==> src/rtl/serial_product_collector.sv <==
// -----------------------------------------------------------------------------
// serial_product_collector
//
// Purpose:
//   Reassembles the LSB-first serial product stream of a bit-serial 16x16
//   multiplier into a parallel WIDTH-bit word. It then presents that word
//   with a valid/ready handshake. A new stream may start on the same cycle
//   the previous word is accepted, which gives back-to-back operation.
//
// Ports:
//   clock        in   rising-edge clock
//   reset_n      in   asynchronous active-low reset
//   start        in   pulse: product_bit carries product bit 0 this cycle
//   product_bit  in   serial product stream, LSB first, one bit per cycle
//   out_ready    in   consumer accepts product this cycle
//   out_valid    out  product holds a complete word (state HOLD)
//   product      out  assembled product word
//   busy         out  high while collecting (state COLLECT)
//   overrun      out  sticky: a start was dropped (cleared only by reset)
// -----------------------------------------------------------------------------
module serial_product_collector #(
  parameter int WIDTH = 32
) (
  input  logic             clock,
  input  logic             reset_n,
  input  logic             start,
  input  logic             product_bit,
  input  logic             out_ready,
  output logic             out_valid,
  output logic [WIDTH-1:0] product,
  output logic             busy,
  output logic             overrun
);

  // One extra bit so the counter can hold WIDTH itself without wrapping.
  localparam int CNT_W = $clog2(WIDTH) + 1;
  localparam logic [CNT_W-1:0] CNT_ONE  = CNT_W'(1);
  // Count value seen on the cycle the final (WIDTH-th) bit arrives.
  localparam logic [CNT_W-1:0] CNT_LAST = CNT_W'(WIDTH - 1);

  typedef enum logic [1:0] {
    IDLE    = 2'd0,
    COLLECT = 2'd1,
    HOLD    = 2'd2
  } state_t;

  state_t            state_reg,   state_next;
  logic [CNT_W-1:0]  cnt_reg,     cnt_next;
  logic [WIDTH-1:0]  shift_reg,   shift_next;
  logic [WIDTH-1:0]  product_reg, product_next;
  logic              overrun_reg, overrun_next;

  // New bits enter at the MSB and move right. After WIDTH captures, the
  // first bit (product bit 0) has reached position 0.
  logic [WIDTH-1:0] shifted;
  assign shifted = {product_bit, shift_reg[WIDTH-1:1]};

  // A fresh collection starts from a cleared register. Earlier words
  // therefore never leak into the new one, even in back-to-back operation.
  logic [WIDTH-1:0] first_capture;
  assign first_capture = {product_bit, {(WIDTH-1){1'b0}}};

  // State register
  always_ff @(posedge clock or negedge reset_n) begin
    if (!reset_n) begin
      state_reg   <= IDLE;
      cnt_reg     <= '0;
      shift_reg   <= '0;
      product_reg <= '0;
      overrun_reg <= 1'b0;
    end else begin
      state_reg   <= state_next;
      cnt_reg     <= cnt_next;
      shift_reg   <= shift_next;
      product_reg <= product_next;
      overrun_reg <= overrun_next;
    end
  end

  // Next-state logic
  always_comb begin
    state_next   = state_reg;
    cnt_next     = cnt_reg;
    shift_next   = shift_reg;
    product_next = product_reg;
    overrun_next = overrun_reg;

    case (state_reg)
      IDLE: begin
        if (start) begin
          shift_next = first_capture;
          cnt_next   = CNT_ONE;
          state_next = COLLECT;
        end
      end

      COLLECT: begin
        // The stream has no gaps, so a bit is taken on every cycle. A
        // start seen here belongs to a word that cannot be collected.
        shift_next = shifted;
        cnt_next   = cnt_reg + CNT_ONE;
        if (start) begin
          overrun_next = 1'b1;
        end
        if (cnt_reg == CNT_LAST) begin
          product_next = shifted;
          state_next   = HOLD;
        end
      end

      HOLD: begin
        if (out_ready) begin
          if (start) begin
            // The handshake and the next bit 0 arrive together. Begin the
            // next word at once so that no bit is lost.
            shift_next = first_capture;
            cnt_next   = CNT_ONE;
            state_next = COLLECT;
          end else begin
            cnt_next   = '0;
            state_next = IDLE;
          end
        end else if (start) begin
          // No room for a new word while the held one is still pending.
          overrun_next = 1'b1;
        end
      end

      default: begin
        state_next = IDLE;
      end
    endcase
  end

  assign out_valid = (state_reg == HOLD);
  assign busy      = (state_reg == COLLECT);
  assign product   = product_reg;
  assign overrun   = overrun_reg;

endmodule

==> config.mk <==
export PLATFORM = sky130hd
export DESIGN_NAME = serial_product_collector
export DESIGN_NICKNAME = d
export VERILOG_FILES = /design/src/rtl/serial_product_collector.sv
export SDC_FILE = /design/constraint.sdc
export NUM_CORES = 1
export LEC_CHECK = 0
export ABC_AREA = 1
export CELL_PAD_IN_SITES_DETAIL_PLACEMENT = 0
export CELL_PAD_IN_SITES_GLOBAL_PLACEMENT = 2
export CORE_UTILIZATION = 31
export CTS_CLUSTER_SIZE = 10
export DETAILED_ROUTE_END_ITERATION = 10
export PLACE_DENSITY = 0.81
export RECOVER_POWER = 50
export SLEW_MARGIN = 10
export SYNTH_ARGS = -nofsm -noshare
export SYNTH_HDL_FRONTEND = slang
export SYNTH_SLANG_ARGS = --single-unit
==> constraint.sdc <==
create_clock -name clock -period 1.65 [get_ports clock]
set_clock_uncertainty 0.1 [all_clocks]
set_input_delay 0.33 -clock clock [delete_from_list [all_inputs] [get_ports clock]]
set_output_delay 0.33 -clock clock [all_outputs]
set_load 0.1 [all_outputs]
==> key figures <==
Clocking
  • Max clock buf depth: 2
  • Total CTS buffers: 9
  • Root Driver: clkbuf_8
  • Clk Latency, worst-skew pair: 0.34 ns
  • H-tree levels: 3
  • Clock-pin slew on the worst setup and hold paths: 0.08 ns
  • Sink Count: 72
  • CTS tree: yes

Synth
  • Synth Warn #: 0
  • Commonest cells post-synth: 72 x dfrtp_1, 50 x nand2_1, 45 x inv_1
  • Cells after synthesis: 310
  • Yosys reg bits: 72
  • Most used flip-flop cell after synthesis: dfrtp_1
  • Syn avg cell area: 9.80 um^2
  • Post-synth EDFFs: 0
  • Synth async-reset ratio: 1.00
  • Top-count cell post-synth: dfrtp_1
  • Synth cell types: 24
  • Sequential share of the synthesized area: 0.593
  • Mapped cell area: 3040 um^2
  • Area contributors post-synth: dfrtp_1 59%, nand2_1 6.2%, inv_1 5.6%, nand3_1 5.4%, o21ai_0 5.4%
  • Largest area contributor in the netlist: dfrtp_1
  • Post-synth top area share: 0.593
  • Syn nets: 320

Floorplan
  • Num ports: 40
  • FP Rows: 35
  • Core ar.: 9370 um^2
  • Die area: 10200 um^2
  • Die X: 101 um
  • Initial Util: 0.324
  • Die height: 101 um

Detailed routing
  • First-pass iteration count of the detailed router: 4
  • Routed wire length per instance: 12.9 um
  • Post-route ant nets: 0
  • Post-DR vias/cell: 4.49
  • Final WL: 6.56 mm
  • Routed vias: 2280
  • # DRC: 0
  • Iteration-0 DRC Markers: 74

Power
  • Flop pwr share: 0.381
  • Cell Pwr Density: 1070 nW/um^2
  • Leakage: 0.00198 uW
  • Clock share of power: 0.321
  • Sw Ratio: 0.318
  • Switching power: 1590 uW
  • Combinational share of power: 0.299
  • Peak VDD IR: 0.526 mV
  • Total power: 5000 uW
  • Internal power: 3410 uW

Setup path
  • Critical R2R Launch: state_reg[1]
  • Class of the most critical setup path: reg2out
  • CP Launch Type: flop
  • CP bufs+invs: 3
  • Crit Path Max Fanout: 3
  • Worst setup startpoint: state_reg[0]
  • Slowest cell on crit path: dfrtp_2
  • WP data required: 1.22 ns
  • Worst reg-to-reg path cell count: 9
  • Largest stage delay on the critical path: 0.42 ns
  • R2R setup slack: -0.02 ns
  • Crit path cell chain: buf_6, inv_4, ha_4, buf_12
  • Stages on the worst setup path: 4
  • Setup crit end kind: primary output
  • Kind of cell adding the most delay to the critical path: flip-flops
  • FF-to-FF End: shift_reg[20]
  • Crit path DAT: 1.28 ns

STA
  • Setup TNS: -0.189 ns
  • Fin. Hold Viols: 0
  • RSZ-0062 raised after global routing: yes
  • Max-slew violation count: 0
  • Measured slew at the worst slew-check pin: 0.531 ns
  • Fin crit period: 1.71 ns
  • Final period util: 1.03
  • Relative slew margins: 0.646
  • FMAX: 586 MHz
  • Setup Viol. Count Final: 15
  • Worst Setup Slack, final: -0.0576 ns

Placed design
  • Routability-driven placement congestion ratio: 0.790
  • I/O Buffers: 39
  • Hpwl dp: 4.02 mm
  • Setup WS pre-CTS: -0.126 ns
  • Placed cells: 475

Status
  • Failing checks: setup timing
  • Status: finished with violations

Finish
  • Area grow syn2layout: 53.6%
  • Finished Layout Cells: 508
  • Final #Nets: 384
  • Antenna cell count: 0
  • Max FFs per register: 32
  • Share of post-route cells with drive strength above 1: 0.375

GRT
  • Vias in the first global route: 2110
  • Initial antenna violation count: 0
  • First-pass GRT wire length: 10.1 mm
  • Total GRT Usage: 0.131
  • Grt ovf: 0
  • Largest net degree at the start of global routing: 39

Flow run
  • Max Cap Viol: 0

Worst hold path
  • Worst Hold Class: in2async
[placed cells by master, fill, tap and decap left out, types with 2 or more instances in the layout]
cell / Yosys / routed
dfrtp_1: 72 / 70
o21ai_1: 27 / 49
nand2_1: 50 / 44
inv_1: 45 / 43
buf_12: 0 / 40
nand3_2: 0 / 25
o21ai_2: 10 / 16
clkbuf_8: 0 / 11
buf_4: 3 / 11
nand3_1: 33 / 8
a21oi_1: 6 / 5
clkbuf_16: 0 / 5
nand2_2: 0 / 4
o21ai_0: 33 / 4
buf_6: 6 / 4
nor2_1: 3 / 3
ha_4: 0 / 3
clkdlybuf4s50_1: 0 / 3
clkbuf_2: 3 / 3
inv_4: 0 / 2
nor2_4: 2 / 2
nor2_2: 1 / 2
nand2_4: 0 / 2
bufinv_16: 0 / 2
dfrtp_2: 0 / 2
[through the flow]
step | cell area [um^2] | hold WS, ns | util
after floorplan | 3110 | -0.0656 | -
after CTS | 4300 | 0.301 | 0.459
final | 4670 | 0.389 | 0.498
after global routing | 4670 | 0.435 | 0.498
after global placement | 4020 | 0.137 | 0.428
after detailed placement | 4020 | 0.143 | 0.428
[how the worst max path moves through the flow]
stage                         end  slack (ns)
global route            out_valid        -0.1
floorplan              product[0]       -0.03
finish                  out_valid       -0.06
CTS                     out_valid       -0.07
global placement    shift_reg[25]       -0.10
detailed placement  shift_reg[18]       -0.13
[power groups by stage]
stage                     combinational [uW]  sequential (uW)  clock [uW]
after floorplan                          689             1940           0
after detailed placement                 957             1950           0
final                                   1490             1900        1600
after global routing                    1610             1910        1710
after global placement                   950             1940           0
after CTS                               1050             1900        1640
[metal layers]
metal	track usage	vias to the layer above	routed length, um
met5	0	-	0
met3	0.0277	10	185
met4	0.0669	0	136
met1	0.166	1095	3080
met2	0.212	31	3160
li1	-	1144	-
[final cells by class]
type / instances / area (um^2)
clock buffers: 12 / 155
clock inverters: 4 / 76.3
well taps: 129 / 161
fillers: 870 / 4710
inverters: 45 / 174
multi-input cells: 178 / 1180
flip-flops and latches: 72 / 1800
repair buffers: 68 / 1120
[timing repair]
action,in CTS,in global routing
buffers inserted,6,3
cloned,0,8
hold buffers,1,0
pin swaps,3,3
setup endpoints to repair,3,40
hold endpoints to repair,18,0
resized for setup,2,72
[kinds of logic (layout without fill, tap and decap cells)]
kind of cell             after synthesis  after routing  share of synthesized area
AND/OR/NAND/NOR                       91             92                      0.137
adder cells (fa/ha/maj)                5              5                     0.0206
buffers and inverters                 61            129                     0.0956
XOR/XNOR                               1              1                    0.00288
AO/OA/AOI/OAI                         80             80                      0.150
flip-flops                            72             72                      0.593
Note: power is estimated with default switching activity, not from simulation.
==> RTL change: new RTL, same settings <==
Re-encode `state_t` (3 states) as one-hot, 3 bits wide.
--- a/src/rtl/serial_product_collector.sv
+++ b/src/rtl/serial_product_collector.sv
@@ -39,8 +39,8 @@
   localparam logic [CNT_W-1:0] CNT_LAST = CNT_W'(WIDTH - 1);
 
-  typedef enum logic [1:0] {
-    IDLE    = 2'd0,
-    COLLECT = 2'd1,
-    HOLD    = 2'd2
+  typedef enum logic [2:0] {
+    IDLE    = 3'b001,
+    COLLECT = 3'b010,
+    HOLD    = 3'b100
   } state_t;
 
Check against the original RTL: no difference found for any inputs over 10 cycles, from zero or initial values and one cycle with reset_n low; not proved beyond that.
==> RTL change against the unedited design <==
- the flow still finishes with violations (negative setup slack)
- synthesized area is 2.2% lower
- power is 2.3% higher
- setup slack better by 0.012 ns
- non-clock buffer count is 7 lower
- register-to-register slack better by 0.10 ns
- wire length is 1.2% lower
- combinational power is 12% lower
- design area is 8.7% lower
- count of clock-buffer cells in the layout is 2 lower
- first-iteration DRC count is 70% higher
- sequential cell count is 1 higher
- worst hold slack worse by 0.0051 ns
- largest cell class unchanged
==> RTL change: results (changes against the unedited design) <==
INFO  layout         final_layout_size_suffix_gt1_frac=0.2279 [was 0.3747]
INFO  power_and_ir_drop power_switching=0.001754W [was 0.001588 W]
INFO  logic_synthesis synth.area.top_cells=dfrtp_1 (61%), nand2_1 (27%), nand3_1 (1.7%), inv_1 (1.3%), nand3b_1 (1.3%) [was dfrtp_1 (59%), nand2_1 (6.2%), inv_1 (5.6%), nand3_1 (5.4%), o21ai_0 (5.4%)]
INFO  logic_synthesis ys_seq_area_frac=0.6154 [was 0.5933]
INFO  logic_synthesis yosys.area_share.xor_xnor=0 [was 0.002884]
INFO  logic_synthesis synth-compound-area-share=0.003370 [was 0.1504]
INFO  global_route   grt_pass1_vias=2,421 [was 2,110]
INFO  logic_synthesis synth.top_cell.area_share=0.6066 [was 0.5933]
INFO  routing        total_length_of_routed_wires=6.480mm [was 6.562 mm]
INFO  sta            fin_tns_setup=-0.08250ns [was -0.1895 ns]
INFO  sta            worst_slew_margin_rel=0.3835 [was 0.6461]
INFO  status         outcome=finished with violations [unchanged]
INFO  setup_path     worst_r2r_endpoint=product[30] [was shift_reg[20]]
INFO  min_path       min_delay_worst_type=flop to flop [was input port to async pin]
INFO  sta            worst_hold_margin=0.3843ns [was 0.3894 ns]
INFO  setup_path     setup.reg_to_reg.worst_slack=0.08ns [was -0.02 ns]
INFO  routing        first_iter_violations=126 [was 74]
INFO  logic_synthesis ys_types=19 [was 24]
INFO  power_and_ir_drop power_leakage=2.264nW [was 1.983 nW]
INFO  sta            finalWorstSetupSlack=-0.04549ns [was -0.05761 ns]
INFO  status         failing_checks=negative setup slack [unchanged]
INFO  setup_path     r2r-start=state_reg[0] [was state_reg[1]]
INFO  power_and_ir_drop powerSeq=0.00237W [was 0.00190 W]
INFO  cts            cts-resized-gates=4 [was 2]
INFO  layout         layout.cell_area.non_filler=0.004260mm2 [was 0.004666 mm2]
INFO  sta            setup-violations-final=2 [was 15]
==> RTL change: cell types whose count changed after synthesis, sizes merged, moves of 5 or more <==
cell / change
a21oi: -5
clkbuf: -6
inv: -34
nand2: +167
nand3: -21
nand3b: +5
o21ai: -70
==> RTL change: worst max-delay path by stage <==
stage	start	end	depth (start not counted)
floorplan	state_reg[1]	out_valid	3
global placement	out_ready	cnt_reg[4]	7
detailed placement	out_ready	cnt_reg[5]	7
CTS	state_reg[0]	busy	4
global route	state_reg[0]	busy	4
finish	state_reg[0]	busy	4
==> RTL change: cells by family (layout without fill, tap and decap cells) <==
kind of cell | count (synthesis) | after routing
AO/OA/AOI/OAI | 2 | 2
buffers and inverters | 25 | 89
flip-flops | 73 | 73
AND/OR/NAND/NOR | 243 | 243
adder cells (fa/ha/maj) | 1 | 1
==> RTL change: routing by layer <==
| metal | track usage | part of all wire | vias to the layer above |
|---|---|---|---|
| met3 | 0.03691 | 0.035 | 7 |
| met5 | 0 | 0 | - |
| li1 | - | - | 1166 |
| met4 | 0.06109 | 0.014 | 0 |
| met1 | 0.1907 | 0.49 | 1122 |
| met2 | 0.2286 | 0.46 | 34 |
==> RTL change: final cells by class <==
class / instances / area, um2
Clock buffer: 10 / 137.6
Clock inverter: 6 / 66.31
Fill cell: 897 / 4980
Inverter: 12 / 55.05
Multi-Input combinational cell: 246 / 1050
Sequential cell: 73 / 1828
Tap cell: 129 / 161.4
Timing Repair Buffer: 61 / 962.2
==> RTL change: worst max-delay path, cell delays in order, from the launching register on <==
cell and delay, ns:
dfstp_2 0.57, nor2_2 0.05, nand2_2 0.09, inv_4 0.05, buf_12 0.16
